===== config.mk =====
export PLATFORM = sky130hd
export DESIGN_NAME = sdram_xfer_ctrl
export DESIGN_NICKNAME = d
export VERILOG_FILES = /design/src/rtl/sdram_pkg.sv /design/src/rtl/sdram_pend_cnt.sv /design/src/rtl/sdram_xfer_ctrl.sv
export SDC_FILE = /design/constraint.sdc
export NUM_CORES = 1
export LEC_CHECK = 0
export BUFFER_PORTS_ARGS = -buffer_cell sky130_fd_sc_hd__buf_2
export CAP_MARGIN = 40
export CORE_AREA = 2 2 82 84
export CTS_BUF_LIST = sky130_fd_sc_hd__clkbuf_16
export DETAILED_ROUTE_END_ITERATION = 10
export DIE_AREA = 0 0 84 86
export PLACE_DENSITY = 0.81
export SYNTH_ARGS = -nofsm -noshare
export SYNTH_HDL_FRONTEND = slang
export SYNTH_HIERARCHICAL = 1
export SYNTH_SLANG_ARGS = --single-unit

===== constraint.sdc =====
create_clock -name clk -period 4.7 [get_ports clk]
set_input_delay 0.94 -clock clk [delete_from_list [all_inputs] [get_ports clk]]
set_output_delay 0.94 -clock clk [all_outputs]
set_load 0.01 [all_outputs]

===== src/rtl/sdram_pkg.sv =====
// Types and constants shared by the SDRAM transfer sequencer and the address calculator.
package sdram_pkg;

  localparam int ADDR_W = 26;

  localparam logic MODE_READ  = 1'b1;
  localparam logic MODE_WRITE = 1'b0;

  typedef enum logic [2:0] {
    IDLE,
    LOAD,
    RD_REQ,
    RD_DRAIN,
    WR_REQ,
    DONE
  } xfer_state_t;

  // One extra bit so the counter can hold MAX_PEND itself.
  function automatic int pend_w(input int max_pend);
    return $clog2(max_pend) + 1;
  endfunction

endpackage


===== src/rtl/sdram_pend_cnt.sv =====
// Outstanding-read counter: +1 per accepted read, -1 per returned beat, saturating at zero.
module sdram_pend_cnt
  import sdram_pkg::*;
#(
  parameter int MAX_PEND = 4
) (
  input  logic                          clk,
  input  logic                          n_rst,
  input  logic                          inc,
  input  logic                          dec,
  output logic [pend_w(MAX_PEND)-1:0]   count,
  output logic                          full,
  output logic                          empty
);

  localparam int PW = pend_w(MAX_PEND);

  always_ff @(posedge clk or negedge n_rst) begin
    if (!n_rst) begin
      count <= '0;
    end else if (inc && !dec) begin
      count <= count + PW'(1);
    end else if (dec && !inc && (count != '0)) begin
      count <= count - PW'(1);
    end
  end

  assign full  = (count >= PW'(MAX_PEND));
  assign empty = (count == '0);

endmodule


===== src/rtl/sdram_xfer_ctrl.sv =====
// Single-burst SDRAM transfer sequencer driving the address calculator and Avalon-MM master.
// Define SDRAM_XFER_ERR_EN to add the sticky protocol-error output err.
module sdram_xfer_ctrl #(
  parameter int ADDR_W   = sdram_pkg::ADDR_W,
  parameter int DATA_W   = 32,
  parameter int CNT_W    = 16,
  parameter int MAX_PEND = 4
) (
  input  logic              clk,
  input  logic              n_rst,
  input  logic              cmd_valid,
  output logic              cmd_ready,
  input  logic              cmd_mode,
  input  logic [CNT_W-1:0]  cmd_count,
  output logic              calc_load,
  output logic              calc_enable,
  output logic              calc_mode,
  input  logic [ADDR_W-1:0] calc_address,
  output logic [ADDR_W-1:0] avm_address,
  output logic              avm_read,
  output logic              avm_write,
  output logic [DATA_W-1:0] avm_writedata,
  input  logic              avm_waitrequest,
  input  logic [DATA_W-1:0] avm_readdata,
  input  logic              avm_readdatavalid,
  input  logic [DATA_W-1:0] wr_data,
  input  logic              wr_valid,
  output logic              wr_ready,
  output logic [DATA_W-1:0] rd_data,
  output logic              rd_valid,
  output logic              busy,
  output logic              done
`ifdef SDRAM_XFER_ERR_EN
  ,
  output logic              err
`endif
);

  import sdram_pkg::*;

  localparam int PW = pend_w(MAX_PEND);

  xfer_state_t      state, state_nxt;
  logic             mode_q;
  logic [CNT_W-1:0] remaining;
  logic             cmd_accept, rd_beat, last_beat;
  logic [PW-1:0]    pend_count;
  logic             pend_full, pend_empty, pend_zero_next;

  assign cmd_accept = (state == IDLE) && cmd_valid;
  assign rd_beat    = (state == RD_REQ) && calc_enable;
  assign last_beat  = calc_enable && (remaining == CNT_W'(1));
  // Pending count as it will be next cycle, so done lands right after the final return.
  assign pend_zero_next = !rd_beat &&
                          (pend_empty || ((pend_count == PW'(1)) && avm_readdatavalid));

  sdram_pend_cnt #(.MAX_PEND(MAX_PEND)) u_pend (
    .clk   (clk),
    .n_rst (n_rst),
    .inc   (rd_beat),
    .dec   (avm_readdatavalid),
    .count (pend_count),
    .full  (pend_full),
    .empty (pend_empty)
  );

  always_ff @(posedge clk or negedge n_rst) begin
    if (!n_rst) state <= IDLE;
    else        state <= state_nxt;
  end

  always_comb begin
    state_nxt = state;
    case (state)
      IDLE:     if (cmd_valid) state_nxt = LOAD;
      LOAD: begin
        if (remaining == '0)          state_nxt = DONE;
        else if (mode_q == MODE_READ) state_nxt = RD_REQ;
        else                          state_nxt = WR_REQ;
      end
      RD_REQ:   if (last_beat) state_nxt = pend_zero_next ? DONE : RD_DRAIN;
      RD_DRAIN: if (pend_zero_next) state_nxt = DONE;
      WR_REQ:   if (last_beat) state_nxt = DONE;
      DONE:     state_nxt = IDLE;
      default:  state_nxt = IDLE;
    endcase
  end

  always_comb begin
    cmd_ready   = 1'b0;
    calc_load   = 1'b0;
    calc_enable = 1'b0;
    avm_read    = 1'b0;
    avm_write   = 1'b0;
    wr_ready    = 1'b0;
    done        = 1'b0;
    busy        = (state != IDLE);
    case (state)
      IDLE:   cmd_ready = 1'b1;
      LOAD:   calc_load = 1'b1;
      RD_REQ: begin
        avm_read    = !pend_full;
        calc_enable = !pend_full && !avm_waitrequest;
      end
      WR_REQ: begin
        avm_write   = wr_valid;
        wr_ready    = wr_valid && !avm_waitrequest;
        calc_enable = wr_valid && !avm_waitrequest;
      end
      DONE:   done = 1'b1;
      default: ;
    endcase
  end

  always_ff @(posedge clk or negedge n_rst) begin
    if (!n_rst) begin
      mode_q    <= MODE_WRITE;
      remaining <= '0;
    end else if (cmd_accept) begin
      mode_q    <= cmd_mode;
      remaining <= cmd_count;
    end else if (calc_enable) begin
      remaining <= remaining - CNT_W'(1);
    end
  end

  assign calc_mode     = mode_q;
  assign avm_address   = calc_address;
  assign avm_writedata = wr_data;
  assign rd_valid      = avm_readdatavalid;
  assign rd_data       = avm_readdata;

`ifdef SDRAM_XFER_ERR_EN
  logic cmd_held_q;

  // One cycle of cmd_valid after acceptance is tolerated; a second one is flagged.
  always_ff @(posedge clk or negedge n_rst) begin
    if (!n_rst) begin
      err        <= 1'b0;
      cmd_held_q <= 1'b0;
    end else begin
      cmd_held_q <= cmd_valid && (state != IDLE);
      if (cmd_accept)
        err <= 1'b0;
      else if ((avm_readdatavalid && pend_empty) ||
               (cmd_valid && (state != IDLE) && cmd_held_q))
        err <= 1'b1;
    end
  end
`endif

endmodule


## Word-level counts from Yosys, hierarchy flattened

Cells that the tools add are included.

| word-level totals | value |
|---|---|
| register bits | 23 |
| input port bits | 113 |
| output and inout bits | 100 |
| word-level logic and storage cells | 61 |

| operators by class | value |
|---|---|
| add/sub/neg operators | 3 |
| order comparisons | 1 |
| equal/unequal tests | 11 |
| muxes and demuxes | 19 |
| reduce and logical (&&, ||, !) cells | 23 |

Operator list:

| kind | number |
|---|---|
| 16-bit 2-to-1 mux | 2 |
| 3-bit 2-to-1 mux | 9 |
| 16-bit by 1-bit == test with 1-bit output, second input constant | 1 |
| 16-bit logical NOT | 1 |
| 16-bit by 1-bit subtractor with 16-bit output, second input constant | 1 |
| 3-bit case mux with 5 select lines | 1 |
| 1-bit logical AND | 10 |
| 2-bit inequality test, second input constant | 4 |
| 3-bit by 1-bit == test with 1-bit output, second input constant | 2 |
| 3-bit by 2-bit == test with 1-bit output, second input constant | 2 |
| 3-bit == test, second input constant | 2 |
| 3-bit logical NOT | 2 |
| 1-bit 2-to-1 mux | 6 |
| 3-bit nonzero test | 2 |
| 1-bit logical NOT | 4 |
| 4-bit AND reduction | 1 |
| 2-bit nonzero test | 2 |
| 3-bit by 1-bit adder with 3-bit output, second input constant | 1 |
| 3-bit greater-or-equal comparator, second input constant | 1 |
| 3-bit by 1-bit subtractor with 3-bit output, second input constant | 1 |
| 1-bit case mux with 2 select lines | 1 |
| 1-bit logical OR | 1 |

## Longest topological paths before layout

Gate-level depths: netlist (run 1).

| depth | value |
|---|---|
| depth in word-level cells | 10 |
| gate-level depth with buffers | 8 |
| mapped depth without buffers | 7 |

## Modules after synthesis

The synthesis (run 1) kept the hierarchy.

By module, submodules not included:

| module | times used | cells an instance | area each (sq um) | sequential area each (sq um) |
|---|---|---|---|---|
| sdram_xfer_ctrl | 1 | 240 | 2001.9 | 500.5 |
| sdram_pend_cnt | 1 | 23 | 203.9 | 75.1 |

## Worst setup path after synthesis (run 1)

OpenSTA, ideal clock, no wires.

| timing path | value |
|---|---|
| kind | input port to output port |
| start point | in avm_waitrequest |
| end point | out calc_enable |
| data arrival time | 1.624 ns |
| data required time | 3.760 ns |
| setup slack | 2.136 ns |
| stages | 2 |
| path buffers | 0 |
| cells stage by stage | or2_2 a21oi_1 |

| on the way | value |
|---|---|
| longest elaborated chain between the ends | 3 |
| elaborated cells on any way between the ends | 4 |
| those cells by class | mux (1); reduce/logical (3) |

Ends and longest elaborated chain:

| element | RTL line | RTL |
|---|---|---|
| start, declared | sdram_xfer_ctrl.sv:23 | `input logic avm_waitrequest,` |
| 1-bit logical NOT (*) | sdram_xfer_ctrl.sv:103, sdram_xfer_ctrl.sv:108 |  |
| 1-bit logical AND, on equally long branches | sdram_xfer_ctrl.sv:108, sdram_xfer_ctrl.sv:103 |  |
| 1-bit case mux with 2 select lines (*) | sdram_xfer_ctrl.sv:98 | `case (state)` |
| end, declared | sdram_xfer_ctrl.sv:16 | `output logic calc_enable,` |

Mark *: on every way between the ends. The rest lies on a longest branch, timed or not.

## Worst setup path in the final report (run 1)

Ends and elaborated chain as after synthesis.

==> reports/qor.yml, run 1 <==
ys_ff_latch: 23
ys_seq_area_frac: 0.261
synth_top_family_by_area: "buffers and inverters"
crit_fanout: 4
clk_latency_ns: 0.26
reg2reg_slack_ns: 2.23
initial_utilization: 0.351
antenna_found_initial: 0
drive_gt1_frac: 0.250
worstMarginPinSlew_ns: 0.523
holdWs_ns: 0.556
grt_max_degree: 31
dp_slack_ns: 1.84
synth_edf_count: 0
post-cts-setup-buffers: 0
yosys.area_share.adder: 0.0204
cts_buffers: 3
cts_tree: "yes"
syn_nets: 379
hold_viol: 0
gp_congestion: 0.845
ys.flop_type: "dfrtp_1"
relSlewSlack: 0.651
outcome: "finished clean"
dieArea_mm2: 0.00722
holdBufCountCts: 0
clockRootBuffer: "clkbuf_16"
ant_nets: 0
p_leak_nw: 0.722
finalCritPeriodShare: 0.607
fillers: 665
r2r_cells: 7
yosysWarnings: 6
grt-ovfl-total: 0
drc: 0
path_class: "in -> out"
yosys.area_share.simple: 0.184
synthesis.area_mm2: 0.00221
clkSlewWorstSetupHoldPaths_ns: 0.06
arrival_ns: 1.91
htree_levels: 1
dieWidth_um: 84
diodes: 0
fmaxAchievable_ghz: 0.351
cts_resized: 0
viasPerCell: 5.21
hold_path.class: "reg -> reg"
dpl_cell_area_mm2: 0.00176
reg2reg_from: "state[2]"
place_inst: 273
post-route-cell-area_mm2: 0.00184
io_pins: 213
fin_crit_ns: 2.85
hpwlAfterDp_um: 3040
setup.worst_path.start_class: "primary input"
grt_pass1_wl_um: 6580
finalNonFillerCells: 277
first_pass_iters: 4
drv_cap: 0
via_count: 1442
first_global_vias: 1429
port_buffers: 32
synthXorXnorAreaFrac: 0.0635
syn_to_final_growth_pct: -16.6
fin_worst_skew_ns: 0.00602
drt-initial-drc-count: 100
power_density_mw_per_mm2: 605
synth_compound_area_frac: 0.120
rsz0062_at_grt: "no"
hold_depth: 1
cp.required_ns: 3.76
grt_use_met3: 0.0298
grt_usage: 0.109
end_kind: "primary output"
slew_violations: 0
die_h_um: 86
hold_end: "calc_mode"
fin_total_pwr_mw: 1.11
wl_um: 3980
setup_viol: 0
irDropWorstVdd_mv: 0.284
synth_mux_area_frac: 0.0142
coreArea_mm2: 0.00628
synth.distinct_cells: 48
grt-busiest-layer: "met2"
wl_per_cell_um: 14.4
postSynth.asyncResetShare: 1.00
nNetsFinal: 317
synth_area_per_cell_um2: 8.39
synth_cells: 263
worst_slack_ns: 1.85
grtUsageMet1: 0.142
num_rows: 29
reg2reg_to: "u_pend/count[2]"
fin_util: 0.293
tns_ns: 0
met2_usage: 0.168
cts_buffer_depth: 2
cts_sinks: 23
hold_path.startpoint: "calc_mode"
## routing by layer
layer  wire length, um  vias to the layer above  part of all wire
met5                 0                        -                 0
met4               185                        0             0.046
met3               350                       38             0.088
met2              1740                       62              0.44
met1              1710                      677              0.43
li1                  -                      665                 -
## how the worst max path moves through the flow
| stage | depth (start not counted) | slack (ns) | from | end |
|---|---|---|---|---|
| 2_1_floorplan | 2 | 2.14 | avm_waitrequest | calc_enable |
| 4_1_cts | 4 | 1.83 | avm_waitrequest | calc_enable |
| 6_report | 4 | 1.85 | avm_waitrequest | calc_enable |
| 3_5_place_dp | 4 | 1.84 | avm_waitrequest | calc_enable |
| 3_3_place_gp | 4 | 1.86 | avm_waitrequest | calc_enable |
| 5_1_grt | 4 | 1.78 | avm_waitrequest | calc_enable |
## cells by family (layout without fill, tap and decap cells)
logic type,after synthesis,in the layout
buffers and inverters,106,43
adder cells (fa/ha/maj),3,3
XOR/XNOR,16,16
AND/OR/NAND/NOR,72,72
flip-flops,23,23
AO/OA/AOI/OAI,40,40
multiplexers,3,3
## registers in the layout, summed over array words and instances (netlist names)
signal        count
remaining        16
state             3
u_pend/count      3
calc_mode         1
## worst max-delay path: stages
cell,delay (ns)
buf_2,0.13
or2_2,0.36
a21oi_1,0.28
buf_2,0.20
## where the power goes
| group | switching (mW) | internal [mW] | leakage (nW) |
|---|---|---|---|
| sequential | 0.152 | 0.296 | 0.281 |
| clock | 0.0720 | 0.115 | 0.0371 |
| combinational | 0.253 | 0.225 | 0.404 |
| total | 0.477 | 0.637 | 0.722 |
## cell usage after synthesis (all sizes together), types with 2 or more instances
cell type,count,share of area
and2b,2,0.0074
nor3,7,0.018
nor2,9,0.015
and2,2,0.0057
or4,2,0.0068
nand3,4,0.0091
nand2b,3,0.0085
nor2b,2,0.0068
buf,93,0.31
xor2,7,0.028
mux2i,2,0.0091
o22ai,3,0.0085
dfrtp,23,0.26
ha,2,0.011
clkbuf,7,0.012
inv,6,0.010
xnor2,9,0.036
a21oi,7,0.016
nor4,8,0.028
a31oi,2,0.0057
o21ai,20,0.047
or3,5,0.014
nand2,21,0.036
## cell type report
| type | count | area, um^2 | area share |
|---|---|---|---|
| tap | 77 | 96.3 | 0.0523 |
| inverter | 6 | 22.5 | 0.0122 |
| multi-input combinational | 134 | 888 | 0.483 |
| timing repair buffer | 33 | 175 | 0.0952 |
| clock buffer | 3 | 75.1 | 0.0408 |
| clock inverter | 1 | 7.51 | 0.00408 |
| sequential | 23 | 576 | 0.313 |
## placed cells by master, fill, tap and decap left out, types with 2 or more instances in the layout
master,count
a21oi_1,7
a31oi_1,2
and2_1,2
buf_2,32
clkbuf_16,3
dfrtp_1,23
ha_1,2
inv_1,5
mux2i_1,2
nand2_1,21
nand2b_1,3
nand3_1,4
nor2_1,9
nor3_1,6
nor4_1,6
nor4_2,2
o21ai_0,14
o21ai_1,5
o22ai_1,3
or3_1,5
or4_1,2
xnor2_1,9
xor2_1,7
(Power assumes the default switching activity.)
==> inputs of run 2 (changes only) <==
--- a/config.mk
+++ b/config.mk
@@ -7,11 +7,11 @@
 export LEC_CHECK = 0
 export BUFFER_PORTS_ARGS = -buffer_cell sky130_fd_sc_hd__buf_2
 export CAP_MARGIN = 40
-export CORE_AREA = 2 2 82 84
+export CORE_ASPECT_RATIO = 1.5
+export CORE_UTILIZATION = 33
 export CTS_BUF_LIST = sky130_fd_sc_hd__clkbuf_16
 export DETAILED_ROUTE_END_ITERATION = 10
-export DIE_AREA = 0 0 84 86
-export PLACE_DENSITY = 0.81
+export PLACE_DENSITY = 0.8
 export SYNTH_ARGS = -nofsm -noshare
 export SYNTH_HDL_FRONTEND = slang
 export SYNTH_HIERARCHICAL = 1
==> constraint.sdc (replaced) <==
create_clock -name clk -period 2.4 [get_ports clk]
set_input_delay 0.48 -clock clk [delete_from_list [all_inputs] [get_ports clk]]
set_output_delay 0.48 -clock clk [all_outputs]
set_load 0.01 [all_outputs]
==> run 2 against run 1 <==
  * Cell count grew 1.1%
  * Sequential share of layout area shrank 0.62 points
  * Via count grew 3.1%
  * Non-clock buffer count grew 4
  * Sequential power grew 85%
  * Count of clock-buffer cells in the layout is the same
  * Die area shrank 2.8%
  * Clock skew shrank 0.0029 ns
  * Largest power group unchanged
==> reports/qor.yml, run 2 (synthesized netlist as in run 1, its figures left out) <==
final_common_cell: "buf_2"
layout_common_cells: "32 x buf_2, 23 x dfrtp_1, 21 x nand2_1"
port_buffers: 32
viasPerCell: 5.31
holdBufCountCts: 0
cp-startpoint: "state[2]"
antenna_found_initial: 0
fmaxAchievable_ghz: 0.444
via_count: 1487
drv_cap: 0
drt-initial-drc-count: 42
reg2reg_from: "u_pend/count[2]"
grt-ovfl-total: 0
clk_latency_ns: 0.26
power_density_mw_per_mm2: 1190
setup_viol: 0
drive_gt1_frac: 0.270
end_kind: "primary output"
largest_register_ffs: 16
drc: 0
wl_per_cell_um: 17.4
irDropWorstVdd_mv: 0.424
relSlewSlack: 0.647
hold_viol: 0
cts_resized: 0
setup.worst_path.start_class: "flop"
diodes: 0
tns_ns: 0
worstMarginPinSlew_ns: 0.529
cts_buffer_depth: 2
path_class: "reg -> out"
crit_fanout: 13
grt_pass1_wl_um: 7040
first_pass_iters: 6
nNetsFinal: 321
outcome: "finished clean"
clkSlewWorstSetupHoldPaths_ns: 0.06
num_rows: 36
r2r_cells: 6
fin_crit_ns: 2.25
fin_worst_skew_ns: 0.00311
top_register: "remaining"
initial_utilization: 0.340
arrival_ns: 1.77
finalCritPeriodShare: 0.939
cts_sinks: 23
hold_path.class: "in -> async"
io_pins: 213
post-cts-setup-buffers: 0
slew_violations: 0
largestRegisters: "remaining (16), state (3), u_pend/count (3)"
ant_nets: 0
rsz0062_at_grt: "no"
wl_um: 4860
htree_levels: 1
p_leak_nw: 0.747
hpwlAfterDp_um: 3820
grt_max_degree: 25
cts_tree: "yes"
syn_to_final_growth_pct: -14.9
coreArea_mm2: 0.00649
dieWidth_um: 68.8
dieArea_mm2: 0.00702
die_h_um: 102
cp.required_ns: 1.92
gp_congestion: 0.790
grt_usage: 0.139
clockRootBuffer: "clkbuf_16"
cts_buffers: 3
first_global_vias: 1459
holdWs_ns: 0.194
## run 2: worst paths after layout
kind	to	slack, ns
worst max-delay path	calc_enable	0.15
worst min-delay path	state[0]	0.19
worst max register to register	u_pend/count[2]	0.21
worst min register to register	remaining[14]	0.58
max in group asynchronous	remaining[15]	1.84
min in group clk	remaining[11]	0.43
## run 2: stage by stage
| step | setup WS [ns] | std cells | utilization | cell area [um^2] | power [mW] |
|---|---|---|---|---|---|
| 5_1_grt | 0.0551 | 280 | 0.290 | 1880 | 2.44 |
| 6_report | 0.146 | 280 | 0.290 | 1880 | 2.24 |
| 3_3_place_gp | 0.120 | 276 | 0.276 | 1790 | 1.82 |
| 4_1_cts | 0.143 | 280 | 0.289 | 1870 | 2.24 |
| 3_5_place_dp | 0.0310 | 276 | 0.276 | 1790 | 1.87 |
| 2_1_floorplan | 0.0840 | 263 | - | 2210 | 1.71 |
## run 2: report_power, final
part / leakage, nW / internal [mW] / switching [mW]
Combinational: 0.425 / 0.483 / 0.567
Sequential: 0.281 / 0.582 / 0.246
Clock: 0.0409 / 0.224 / 0.141
Total: 0.747 / 1.29 / 0.954
## run 2: metal layers
layer	GRT usage	part of all wire	routed length (um)	vias up
met5	0	0	0	-
met2	0.245	0.51	2480	90
li1	-	-	-	680
met3	0.0324	0.081	395	60
met4	0.132	0.080	389	0
met1	0.124	0.33	1600	657
## run 2: cell type report
cell class / count / area, um^2
clock buffer: 3 / 75.1
clock inverter: 1 / 5.00
fill: 687 / 4610
inverter: 6 / 22.5
multi-input combinational: 134 / 895
sequential: 23 / 576
tap: 76 / 95.1
timing repair buffer: 37 / 210
## run 2: critical path, cell delays in order (launching register included)
cell	delay [ns]
dfrtp_1	0.39
buf_4	0.19
or3b_4	0.42
a21oi_1	0.32
buf_2	0.20
